## src/rtl/tmds_channel_decoder.sv

```systemverilog
// TMDS receive channel: two-stage symbol decode plus word-alignment FSM that
// requests deserialiser bitslips until a run of control tokens is seen.
module tmds_channel_decoder #(
    parameter int LOCK_TOKENS   = 8,
    parameter int SEARCH_WINDOW = 1024,
    parameter int SLIP_SETTLE   = 8
) (
    input  logic       pixel_clk,
    input  logic       rst,
    input  logic [9:0] tmds_in,
    output logic       bitslip,
    output logic       aligned,
    output logic       de_out,
    output logic [7:0] data_out,
    output logic [1:0] ctrl_out
);
    localparam int WIN_MAX = (SEARCH_WINDOW > SLIP_SETTLE) ? SEARCH_WINDOW : SLIP_SETTLE;
    localparam int WIN_W   = $clog2(WIN_MAX + 1);
    localparam int TOK_W   = $clog2(LOCK_TOKENS + 1);

    typedef enum logic [1:0] {
        SEARCH    = 2'd0,
        SLIP_WAIT = 2'd1,
        LOCKED    = 2'd2
    } state_t;

    state_t           state_r, state_nxt_s;
    logic [9:0]       s1_r;
    logic [TOK_W-1:0] tok_cnt_r, tok_nxt_s;
    logic [WIN_W-1:0] win_cnt_r, win_nxt_s;
    logic             slip_nxt_s;
    logic             tok_hit_s;
    logic [1:0]       tok_val_s;
    logic [7:0]       q_s, dec_s;

    // Control-token recognition and video-byte decode of the S1 symbol
    always_comb begin
        tok_hit_s = 1'b1;
        tok_val_s = 2'b00;
        case (s1_r)
            10'b1101010100: tok_val_s = 2'b00;
            10'b0010101011: tok_val_s = 2'b01;
            10'b0101010100: tok_val_s = 2'b10;
            10'b1010101011: tok_val_s = 2'b11;
            default:        tok_hit_s = 1'b0;
        endcase
        q_s      = s1_r[9] ? ~s1_r[7:0] : s1_r[7:0];
        dec_s    = 8'h00;
        dec_s[0] = q_s[0];
        for (int i = 1; i < 8; i++) begin
            if (s1_r[8]) begin
                dec_s[i] = q_s[i] ^ q_s[i-1];
            end else begin
                dec_s[i] = ~(q_s[i] ^ q_s[i-1]);
            end
        end
    end

    // Token run counter, window counter and alignment FSM next state
    always_comb begin
        state_nxt_s = state_r;
        win_nxt_s   = win_cnt_r;
        slip_nxt_s  = 1'b0;
        if (state_r == SLIP_WAIT) begin
            tok_nxt_s = {TOK_W{1'b0}};
        end else if (!tok_hit_s) begin
            tok_nxt_s = {TOK_W{1'b0}};
        end else if (tok_cnt_r == TOK_W'(LOCK_TOKENS)) begin
            tok_nxt_s = tok_cnt_r;
        end else begin
            tok_nxt_s = tok_cnt_r + TOK_W'(1);
        end
        case (state_r)
            SEARCH: begin
                // Lock takes priority over window expiry on the same cycle
                if (tok_nxt_s == TOK_W'(LOCK_TOKENS)) begin
                    state_nxt_s = LOCKED;
                    win_nxt_s   = {WIN_W{1'b0}};
                end else if (win_cnt_r == WIN_W'(SEARCH_WINDOW - 1)) begin
                    state_nxt_s = SLIP_WAIT;
                    win_nxt_s   = {WIN_W{1'b0}};
                    slip_nxt_s  = 1'b1;
                end else begin
                    win_nxt_s   = win_cnt_r + WIN_W'(1);
                end
            end
            SLIP_WAIT: begin
                if (win_cnt_r == WIN_W'(SLIP_SETTLE - 1)) begin
                    state_nxt_s = SEARCH;
                    win_nxt_s   = {WIN_W{1'b0}};
                end else begin
                    win_nxt_s   = win_cnt_r + WIN_W'(1);
                end
            end
            LOCKED: begin
                if (tok_hit_s) begin
                    win_nxt_s   = {WIN_W{1'b0}};
                end else if (win_cnt_r == WIN_W'(SEARCH_WINDOW - 1)) begin
                    state_nxt_s = SEARCH;
                    win_nxt_s   = {WIN_W{1'b0}};
                end else begin
                    win_nxt_s   = win_cnt_r + WIN_W'(1);
                end
            end
            default: begin
                state_nxt_s = SEARCH;
                win_nxt_s   = {WIN_W{1'b0}};
            end
        endcase
    end

    // State, counters, S1/S2 pipeline and registered outputs
    always_ff @(posedge pixel_clk) begin
        if (rst) begin
            state_r   <= SEARCH;
            tok_cnt_r <= {TOK_W{1'b0}};
            win_cnt_r <= {WIN_W{1'b0}};
            s1_r      <= 10'd0;
            bitslip   <= 1'b0;
            aligned   <= 1'b0;
            de_out    <= 1'b0;
            data_out  <= 8'h00;
            ctrl_out  <= 2'b00;
        end else begin
            state_r   <= state_nxt_s;
            tok_cnt_r <= tok_nxt_s;
            win_cnt_r <= win_nxt_s;
            s1_r      <= tmds_in;
            bitslip   <= slip_nxt_s;
            aligned   <= (state_nxt_s == LOCKED);
            if (state_r != LOCKED) begin
                de_out   <= 1'b0;
                data_out <= 8'h00;
                ctrl_out <= 2'b00;
            end else if (tok_hit_s) begin
                de_out   <= 1'b0;
                data_out <= 8'h00;
                ctrl_out <= tok_val_s;
            end else begin
                de_out   <= 1'b1;
                data_out <= dec_s;
                ctrl_out <= 2'b00;
            end
        end
    end
endmodule

```

## config.mk

```make
export PLATFORM = sky130hd
export DESIGN_NAME = tmds_channel_decoder
export DESIGN_NICKNAME = d
export VERILOG_FILES = /design/src/rtl/tmds_channel_decoder.sv
export SDC_FILE = /design/constraint.sdc
export NUM_CORES = 1
export LEC_CHECK = 0
export ABC_AREA = 1
export CAP_MARGIN = 10
export CELL_PAD_IN_SITES_DETAIL_PLACEMENT = 0
export CELL_PAD_IN_SITES_GLOBAL_PLACEMENT = 1
export CORE_AREA = 8 8 78 80
export CTS_BUF_LIST = sky130_fd_sc_hd__clkbuf_2 sky130_fd_sc_hd__clkbuf_4 sky130_fd_sc_hd__clkbuf_8
export CTS_CLUSTER_DIAMETER = 40
export DETAILED_ROUTE_END_ITERATION = 12
export DIE_AREA = 0 0 86 88
export PLACE_DENSITY_LB_ADDON = 0.25
export SLEW_MARGIN = 10
export SYNTH_ARGS = -nofsm -noshare
export SYNTH_HDL_FRONTEND = slang
export SYNTH_SLANG_ARGS = --single-unit
```

## constraint.sdc

```tcl
create_clock -name pixel_clk -period 1.5 [get_ports pixel_clk]
set_input_delay 0.3 -clock pixel_clk [delete_from_list [all_inputs] [get_ports pixel_clk]]
set_output_delay 0.3 -clock pixel_clk [all_outputs]
set_load 0.005 [all_outputs]
```

==> metrics, run 1 <==
P per Cell Area=786 mW/mm^2; syn avg cell area=7.70 sq um; clock buffer depth=2; Max Slew Vio Count=0; site row count=26; core area=0.00491 sq mm; Mapped Nets=243; most common cell after layout, fill and taps aside=nor2_1; unrepaired setup endpoints after global routing=yes; Setup crit start kind=flip-flop; largest net degree at the start of global routing=14; Rel. slew slack=75.9%; delay-heaviest family, CP=simple AND/OR/NAND/NOR gates; CTS buffer count=5; most frequent CP cell=inv_2; critical-path cell list=inv_2 -> ha_2 -> nand3_2 -> nand4_1 -> nand2_1 -> inv_2 -> nand4_4 -> nand2_2 -> nand2_4 -> nand2_8 -> nor2_2; main combinational cell family by area after synthesis=simple AND/OR/NAND/NOR gates; drt via density=about 4.2; delay of the slowest cell on the worst path=0.34 ns; Final Setup Violations=0; hold_sp=s1_r[9]; final net count=about 300; overall power=1.92 mW; Hold Vio Cnt, Final=0; Compound-Gate Fraction of Synth Area=approximately 5.3%; Setup CP Type=flip-flop to flip-flop; endpoint class of the critical path=flip-flop; grt total ovfl=0; end of the worst register-to-register path=win_cnt_r[3]; Hold EP=ctrl_out[1]; Final ANT Viol Nets=0; Clock Sinks=40; global placement routability congestion=approximately 0.77; Initial DRC Count=70; Clock Skew=0.00473 ns; CTS Hold Bufs=0; Area Overhead vs Synth=39.3%; Netlist cell types=27; Synth Warn #=0; Clock Pin Slew Worst Setup and Hold Paths=0.07 ns; Synth Flop Type=dfxtp_1; die span in x=86 microns; cell area after placement=0.00220 sq mm; RR Startpoint=tok_cnt_r[0]; register area share after synthesis=45.6%; Die Y=88 microns; Hold Path Class=flip-flop to flip-flop; TritonCTS clock tree=done; FF-to-FF setup slack=about 0.032 ns; initial antenna violation count=0; cell count after synthesis=between 200 and 250; post-DP HPWL=between 2000 and 3000 microns; DRT Pass-1 Iters=4; post-route cell area=around 0.0024 sq mm; Final min period=1.47 ns; PortBufs=24; DR WL/cell=9.98 microns; final hold slack=0.492 ns; post-synth top area cell=dfxtp_1; crit path max-delay cell type=dfxtp_2; Worst EP arrival=1.66 ns; CP required=1.69 ns; Final Cycle Share=97.9%; #FFs+latches synth=40; fmax=around 700 MHz; first-pass GRT wire length=roughly 6000 microns; clk root buf=clkbuf_8; worst vdd ir=400 uV; area share of xor/xnor cells in the synthesized design=under 10%; synthesized area=around 0.0018 sq mm; adder-cell area share of the yosys netlist=2.14%; total leakage power=1.02 nW; Post-synth EDFFs=0; # DRC=0; Max Cap Viol=0; clock latency on the worst-skew pair=0.29 ns; Synth top area share=45.6%; Total Wirelength=3510 microns; Worst Path Buf+Inv=2; asr flop ratio synth=0%; Antenna diodes=0; Multi-input gate area=just under 900 sq um; mux contribution to synthesized area=0%; Ports=25; die area=0.00757 sq mm; hold path depth=1; post-synthesis simple-gate area fraction=32.8%; Initial Utilization=35.7%; layout cells sized above 1=29.1%; Synth area leaders=dfxtp_1, nor2_1, inv_1; Reg area=811 sq um; commonest cells after routing, fill and taps aside=nor2_1, inv_1, dfxtp_1, nand2_1; detailed-route via count=roughly 1500; outcome=finished clean; worst setup path startpoint=tok_cnt_r[0]; Layout fillers=488; Worst Path Max Fanout=5; vias in the first global route=1398; R2R cell count=11; htree depth=2; GRT Overall Usage=around a tenth; Worst Max-Slew Pin Slew=0.361 ns
[synthesized netlist by cell type, types with 3 or more instances]
| cell | instances |
|---|---|
| nor2_2 | 11 |
| nand3_1 | 16 |
| inv_2 | 3 |
| nand2_2 | 3 |
| dfxtp_1 | 40 |
| o21ai_0 | 4 |
| inv_1 | 38 |
| xor2_1 | 7 |
| a21oi_1 | 3 |
| nand4_1 | 7 |
| nor2_1 | 40 |
| o21ai_1 | 6 |
| ha_1 | 3 |
| nand2_1 | 28 |
[kinds of logic after synthesis]
| logic type | count (synthesis) |
|---|---|
| fa+ha+maj | 3 |
| simple gates | 114 |
| xor+xnor | 9 |
| flops | 40 |
| compound gates | 17 |
| buf+inv | 45 |
[sequential cells by signal (all words and copies together) (netlist names)]
signal / cells
win_cnt_r: 11
s1_r: 10
data_out: 8
tok_cnt_r: 4
ctrl_out: 2
state_r: 2
aligned: 1
bitslip: 1
de_out: 1
[per-stage QoR]
step | TNS, ns | std cells | worst slack (ns) | util (%)
floorplan | 0 | 228 | 0.0822 | -
global placement | -0.880 | 337 | -0.0844 | 44.9
detailed placement | -0.501 | 337 | -0.0506 | 44.9
CTS | 0 | 344 | 0.00212 | 46.9
global route | -0.911 | 352 | -0.0812 | 49.8
finish | 0 | 352 | 0.0320 | 49.8
[how the worst max path moves through the flow]
stage,endpoint,cells after the start,slack [ns]
after floorplan,win_cnt_r[8],10,0.08
after global routing,win_cnt_r[9],9,-0.08
after detailed placement,win_cnt_r[7],10,-0.05
after CTS,win_cnt_r[8],10,0.002
after global placement,win_cnt_r[8],10,-0.08
final,win_cnt_r[3],11,0.03
[where the power goes]
part           switching [mW]  total (mW)  internal (mW)
combinational          0.0640       0.144         0.0796
clock                   0.359       0.674          0.314
sequential             0.0203        1.10           1.08
total                   0.444        1.92           1.48
[timing repair]
| item | CTS | global route |
|---|---|---|
| buffers inserted | 0 | 7 |
| endpoints found under the setup margin | 10 | 15 |
| resized for setup | 5 | 24 |
| gates cloned | 0 | 1 |
| pin swaps | 1 | 12 |
[layout make-up]
cell class / count / area share, %
repair buffers: 48 / 17.2
clock buffers: 5 / 2.81
inverters: 43 / 6.60
clock inverters: 2 / 0.512
flip-flops and latches: 40 / 33.2
multi-input cells: 144 / 36.1
well taps: 70 / 3.58
[metal layers]
metal	up-vias	part of all wire [%]	GRT usage, %
li1	812	-	-
met3	6	5.5	3.85
met5	-	0	0
met1	629	52	11.9
met2	27	41	15.0
met4	0	1.6	4.30
[worst register-to-register path, delay by kind of cell, from the launching register on]
kind / cells / cell delay [ns]
adders and majority gates: 1 / 0.17
buffers and inverters: 2 / 0.14
and+or+nand+nor: 8 / 0.73
DFF: 1 / 0.34
Note: power is estimated with default switching activity, not from simulation.
==> run 2, diff against run 1 <==
--- a/config.mk
+++ b/config.mk
@@ -9,11 +9,11 @@
 export CAP_MARGIN = 10
 export CELL_PAD_IN_SITES_DETAIL_PLACEMENT = 0
 export CELL_PAD_IN_SITES_GLOBAL_PLACEMENT = 1
-export CORE_AREA = 8 8 78 80
+export CORE_AREA = 2 2 72 74
 export CTS_BUF_LIST = sky130_fd_sc_hd__clkbuf_2 sky130_fd_sc_hd__clkbuf_4 sky130_fd_sc_hd__clkbuf_8
 export CTS_CLUSTER_DIAMETER = 40
 export DETAILED_ROUTE_END_ITERATION = 12
-export DIE_AREA = 0 0 86 88
+export DIE_AREA = 0 0 74 76
 export PLACE_DENSITY_LB_ADDON = 0.25
 export SLEW_MARGIN = 10
 export SYNTH_ARGS = -nofsm -noshare
==> run 2 against run 1 <==
- design area rose by 4.5%
- clock skew fell by 0.00061 ns
- clock-buffer cell count rose by 2
- first-iteration DRC count fell by 39%
- largest power group unchanged
==> metrics, run 2 (same netlist as run 1, synthesis figures left out) <==
Final Cycle Share=between 90% and 100%; layout cells sized above 1=31.7%; post-layout utilization of the core=a little over half; total leakage power=approximately 1.1 nW; Total Wirelength=between 3000 and 4000 microns; CP required=1.69 ns; post-DP HPWL=2520 microns; Hold Vio Cnt, Final=0; clk root buf=clkbuf_8; drt via density=4.20; # DRC=0; Die Y=76 microns; Antenna diodes=0; Setup CP Type=flip-flop to flip-flop; Worst Path Max Fanout=5; fmax=668 MHz; Final ANT Viol Nets=0; site row count=26; Worst Max-Slew Pin Slew=roughly 0.36 ns; clock latency on the worst-skew pair=about 0.29 ns; clock buffer depth=2; Rel. slew slack=around three quarters; die area=0.00562 sq mm; RR Startpoint=tok_cnt_r[0]; Regs by FF count=win_cnt_r (11), s1_r (10), data_out (8); Clock Pin Slew Worst Setup and Hold Paths=0.07 ns; outcome=finished clean; Worst EP arrival=1.69 ns; CTS buffer count=5; global placement routability congestion=approximately 0.76; Multi-input gate area=911 sq um; detailed-route via count=1501; Hold EP=ctrl_out[1]; die span in x=74 microns; final net count=301; Reg area=815 sq um; max reg flops=11; TritonCTS clock tree=done; vias in the first global route=1438; setup TNS=0 ns; commonest cells after routing, fill and taps aside=nor2_1, inv_1, dfxtp_1, buf_4; Setup crit start kind=flip-flop; Initial Utilization=between 30% and 40%; most common cell after layout, fill and taps aside=nor2_1; GRT Overall Usage=14.2%; end of the worst register-to-register path=win_cnt_r[1]; PortBufs=24; DR WL/cell=about 10 microns; FF-to-FF setup slack=approximately 0.0040 ns; post-route insts no fill=357; first-pass GRT wire length=6270 microns; Initial DRC Count=43; hold_sp=s1_r[9]; Final Setup Violations=0; Max Slew Vio Count=0; Clock Skew=just over 0.004 ns; largest net degree at the start of global routing=13; initial antenna violation count=0; Largest Register=win_cnt_r; Final min period=~1.5 ns; DRT Pass-1 Iters=4; Clock Sinks=40; worst vdd ir=between 400 and 500 uV; Layout fillers=~460; unrepaired setup endpoints after global routing=yes; Ports=25; core area=0.00491 sq mm; post-placement cell count=340; htree depth=2; Hold Path Class=flip-flop to flip-flop; hold path depth=1; Area Overhead vs Synth=45.5%; endpoint class of the critical path=flip-flop; Max Cap Viol=0; P per Cell Area=between 800 and 900 mW/mm^2; R2R cell count=11; grt total ovfl=0
-- run 2: routing by layer --
metal	vias up	routed length, microns	track usage, %
met3	6	142	3.97
met5	-	0	0
li1	821	-	-
met1	653	1780	19.6
met4	0	74	6.36
met2	21	1560	20.3
-- run 2: critical path: stages, from the launching register on --
cell and delay [ns]:
dfxtp_2 0.33, inv_1 0.07, ha_2 0.19, nand3_2 0.07, nand4_1 0.10, nand2_1 0.08
inv_2 0.08, nand4_4 0.10, nand2_2 0.10, nand2_4 0.11, nand2_8 0.12, nor2_2 0.04
-- run 2: area by class of cell --
| type | instances | area share (%) |
|---|---|---|
| multi-input cells | 144 | 35.7 |
| well taps | 70 | 3.43 |
| repair buffers | 52 | 17.8 |
| clock inverters | 1 | 1.18 |
| flip-flops and latches | 40 | 31.9 |
| inverters | 43 | 6.32 |
| clock buffers | 7 | 3.77 |
-- run 2: repair_timing --
| action | 4_1_cts | 5_1_grt |
|---|---|---|
| pin swaps | 2 | 14 |
| hold buffers | 0 | 0 |
| cloned | 1 | 0 |
| resized for setup | 7 | 32 |
| setup endpoints to repair | 10 | 15 |
| buffers inserted | 2 | 6 |
-- run 2: worst max-delay path by stage --
stage                       from           end  slack [ns]  depth (start not counted)
floorplan           tok_cnt_r[0]  win_cnt_r[8]        0.08                         10
global placement             rst   data_out[1]       -0.09                          6
detailed placement  tok_cnt_r[0]  win_cnt_r[0]       -0.06                         10
CTS                 win_cnt_r[2]    state_r[0]       0.006                          9
global route        win_cnt_r[2]    state_r[0]       -0.12                          9
finish              tok_cnt_r[0]  win_cnt_r[1]       0.004                         11
-- run 2: metrics by stage --
stage | worst slack [ns] | total power [mW] | area (sq um) | hold slack (ns)
5_1_grt | -0.122 | 2.30 | 2550 | 0.521
4_1_cts | 0.00577 | 2.21 | 2410 | 0.502
2_1_floorplan | 0.0822 | 1.20 | 1760 | 0.369
3_3_place_gp | -0.0918 | 1.26 | 2230 | 0.500
3_5_place_dp | -0.0624 | 1.26 | 2230 | 0.489
6_report | 0.00401 | 2.20 | 2550 | 0.492
-- run 2: power by group --
part,internal [mW],switching [mW],leakage [nW]
clock network,0.587,0.367,0.0645
registers,1.08,0.0222,0.330
logic,0.0800,0.0645,0.677
==> run 3, diff against run 2 <==
--- a/config.mk
+++ b/config.mk
@@ -9,11 +9,11 @@
 export CAP_MARGIN = 10
 export CELL_PAD_IN_SITES_DETAIL_PLACEMENT = 0
 export CELL_PAD_IN_SITES_GLOBAL_PLACEMENT = 1
-export CORE_AREA = 2 2 72 74
+export CORE_AREA = 2 2 74 76
 export CTS_BUF_LIST = sky130_fd_sc_hd__clkbuf_2 sky130_fd_sc_hd__clkbuf_4 sky130_fd_sc_hd__clkbuf_8
 export CTS_CLUSTER_DIAMETER = 40
 export DETAILED_ROUTE_END_ITERATION = 12
-export DIE_AREA = 0 0 74 76
+export DIE_AREA = 0 0 76 78
 export PLACE_DENSITY_LB_ADDON = 0.25
 export SLEW_MARGIN = 10
 export SYNTH_ARGS = -nofsm -noshare
==> run 3 against run 2 <==
- the flow now finishes with violations (negative setup slack)
- via count fell by 0.20%
- maximum frequency decreased by 0.28%
- sequential power about the same
- clock power shrank 9.5%
- combinational power barely moved
==> metrics, run 3 (same netlist as run 1, synthesis figures left out) <==
unrepaired setup endpoints after global routing=yes; met1 GRT Util=16.7%; Setup crit start kind=flip-flop; Clock Skew=around 0.0075 ns; delay-heaviest family, CP=simple AND/OR/NAND/NOR gates; Initial Utilization=34.8%; grt total ovfl=0; Total Wirelength=3530 microns; worst setup path startpoint=tok_cnt_r[0]; total leakage power=1.05 nW; most frequent CP cell=inv_2; layout cells sized above 1=28.7%; Max Cap Viol=0; final worst setup slack=-0.000209 ns; critical-path cell list=inv_2 -> ha_2 -> nand3_2 -> nand4_1 -> nand2_1 -> inv_2 -> nand4_4 -> nand2_2 -> nand2_4 -> nand2_8 -> nor2_2; Setup CP Type=flip-flop to flip-flop; PortBufs=24; Initial DRC Count=between 50 and 60; P per Cell Area=856 mW/mm^2; final net count=296; die span in x=76 microns; outcome=finished with violations; met2 Usage GRT=21.1%; Final ANT Viol Nets=0; post-placement cell count=between 300 and 400; die area=between 0.005 and 0.006 sq mm; GRT Overall Usage=13.1%; core area=0.00504 sq mm; post-DP HPWL=2580 microns; CP required=1.69 ns; first-pass GRT wire length=6240 microns; site row count=26; Die Y=78 microns; Rel. slew slack=between 70% and 80%; clock buffer depth=2; drt via density=about 4.3; Largest Register=win_cnt_r; CTS buffer count=5; htree depth=2; detailed-route via count=1498; post-layout utilization of the core=48.8%; Antenna diodes=0; commonest cells after routing, fill and taps aside=nor2_1, inv_1, dfxtp_1, nand2_1, clkdlybuf4s50_1; largest net degree at the start of global routing=14; failing checks=negative setup slack; RR Startpoint=tok_cnt_r[0]; Regs by FF count=win_cnt_r (11), s1_r (10), data_out (8); endpoint class of the critical path=flip-flop; worst vdd ir=626 uV; TritonCTS clock tree=done; Hold Path Class=flip-flop to flip-flop; delay of the slowest cell on the worst path=0.36 ns; crit path max-delay cell type=dfxtp_4; Final Cycle Share=100%; clk root buf=clkbuf_8; Clock Sinks=40; Max Slew Vio Count=0; clock latency on the worst-skew pair=0.29 ns; final hold slack=0.511 ns; overall power=2.11 mW; initial antenna violation count=0; Final min period=1.50 ns; post-route insts no fill=352; Hold Vio Cnt, Final=0; DRT Pass-1 Iters=4; most common cell after layout, fill and taps aside=nor2_1; Worst Path Max Fanout=5; max reg flops=11; met3 Track Usage GR=under 10%; Final Setup Violations=1; Worst Max-Slew Pin Slew=0.361 ns; Ports=25; # DRC=0; fmax=between 600 and 700 MHz; grt peak-use layer=met2; Worst Path Buf+Inv=2; Area Overhead vs Synth=40.3%; Clock Pin Slew Worst Setup and Hold Paths=~0.080 ns; DR WL/cell=10.0 microns; CTS Hold Bufs=0; global placement routability congestion=roughly 0.79; Worst EP arrival=1.69 ns; hold_sp=s1_r[9]; vias in the first global route=1439
[run 3: cell count changes in the layout (fill, tap and decap cells not counted), moves of 2 or more]
| cell | before | now |
|---|---|---|
| clkbuf_8 | 7 | 5 |
| dfxtp_1 | 31 | 33 |
| nor2_2 | 10 | 12 |
| buf_4 | 27 | 23 |
| nor2_4 | 5 | 2 |
| dfxtp_2 | 8 | 6 |
[run 3: cell type report]
cell class,count,area (sq um)
clock inverters,2,35.0
well taps,70,87.6
inverters,43,161
multi-input cells,144,877
fillers,485,2580
clock buffers,6,76.3
repair buffers,47,413
flip-flops and latches,40,812
[run 3: timing repair]
action                     in CTS  in global routing
gates cloned                    1                  0
setup endpoints to repair      10                 15
buffers inserted                0                  5
pin swaps                       4                 10
gates resized for setup        11                 18
[run 3: worst paths after layout]
path / to / slack (ns) / depth (start not counted)
worst max-delay path: win_cnt_r[8] / -0.0002 / 11
worst min-delay path: ctrl_out[1] / 0.51 / 1
worst max register to register: win_cnt_r[8] / -0.0002 / 11
worst min register to register: ctrl_out[1] / 0.51 / 1
[run 3: per-stage QoR]
step	setup WS, ns	TNS (ns)	cell area, sq um
floorplan	0.0822	0	1760
global placement	-0.0527	-0.513	2210
detailed placement	-0.0722	-0.684	2210
CTS	0.00163	0	2380
global route	-0.0694	-0.925	2460
finish	-0.000209	-0.000209	2460
[run 3: power breakdown]
| part | switching, mW | total, mW | internal [mW] |
|---|---|---|---|
| sequential | 0.0207 | 1.10 | 1.08 |
| clock | 0.352 | 0.863 | 0.511 |
| combinational | 0.0640 | 0.142 | 0.0782 |
| total | 0.436 | 2.11 | 1.67 |
[run 3: per-layer routing]
metal	share of wire (%)	wire length (microns)	up-vias
met5	0	0	-
met4	1.6	57	0
met3	4.4	156	6
met2	45	1590	29
met1	49	1730	656
li1	-	-	807
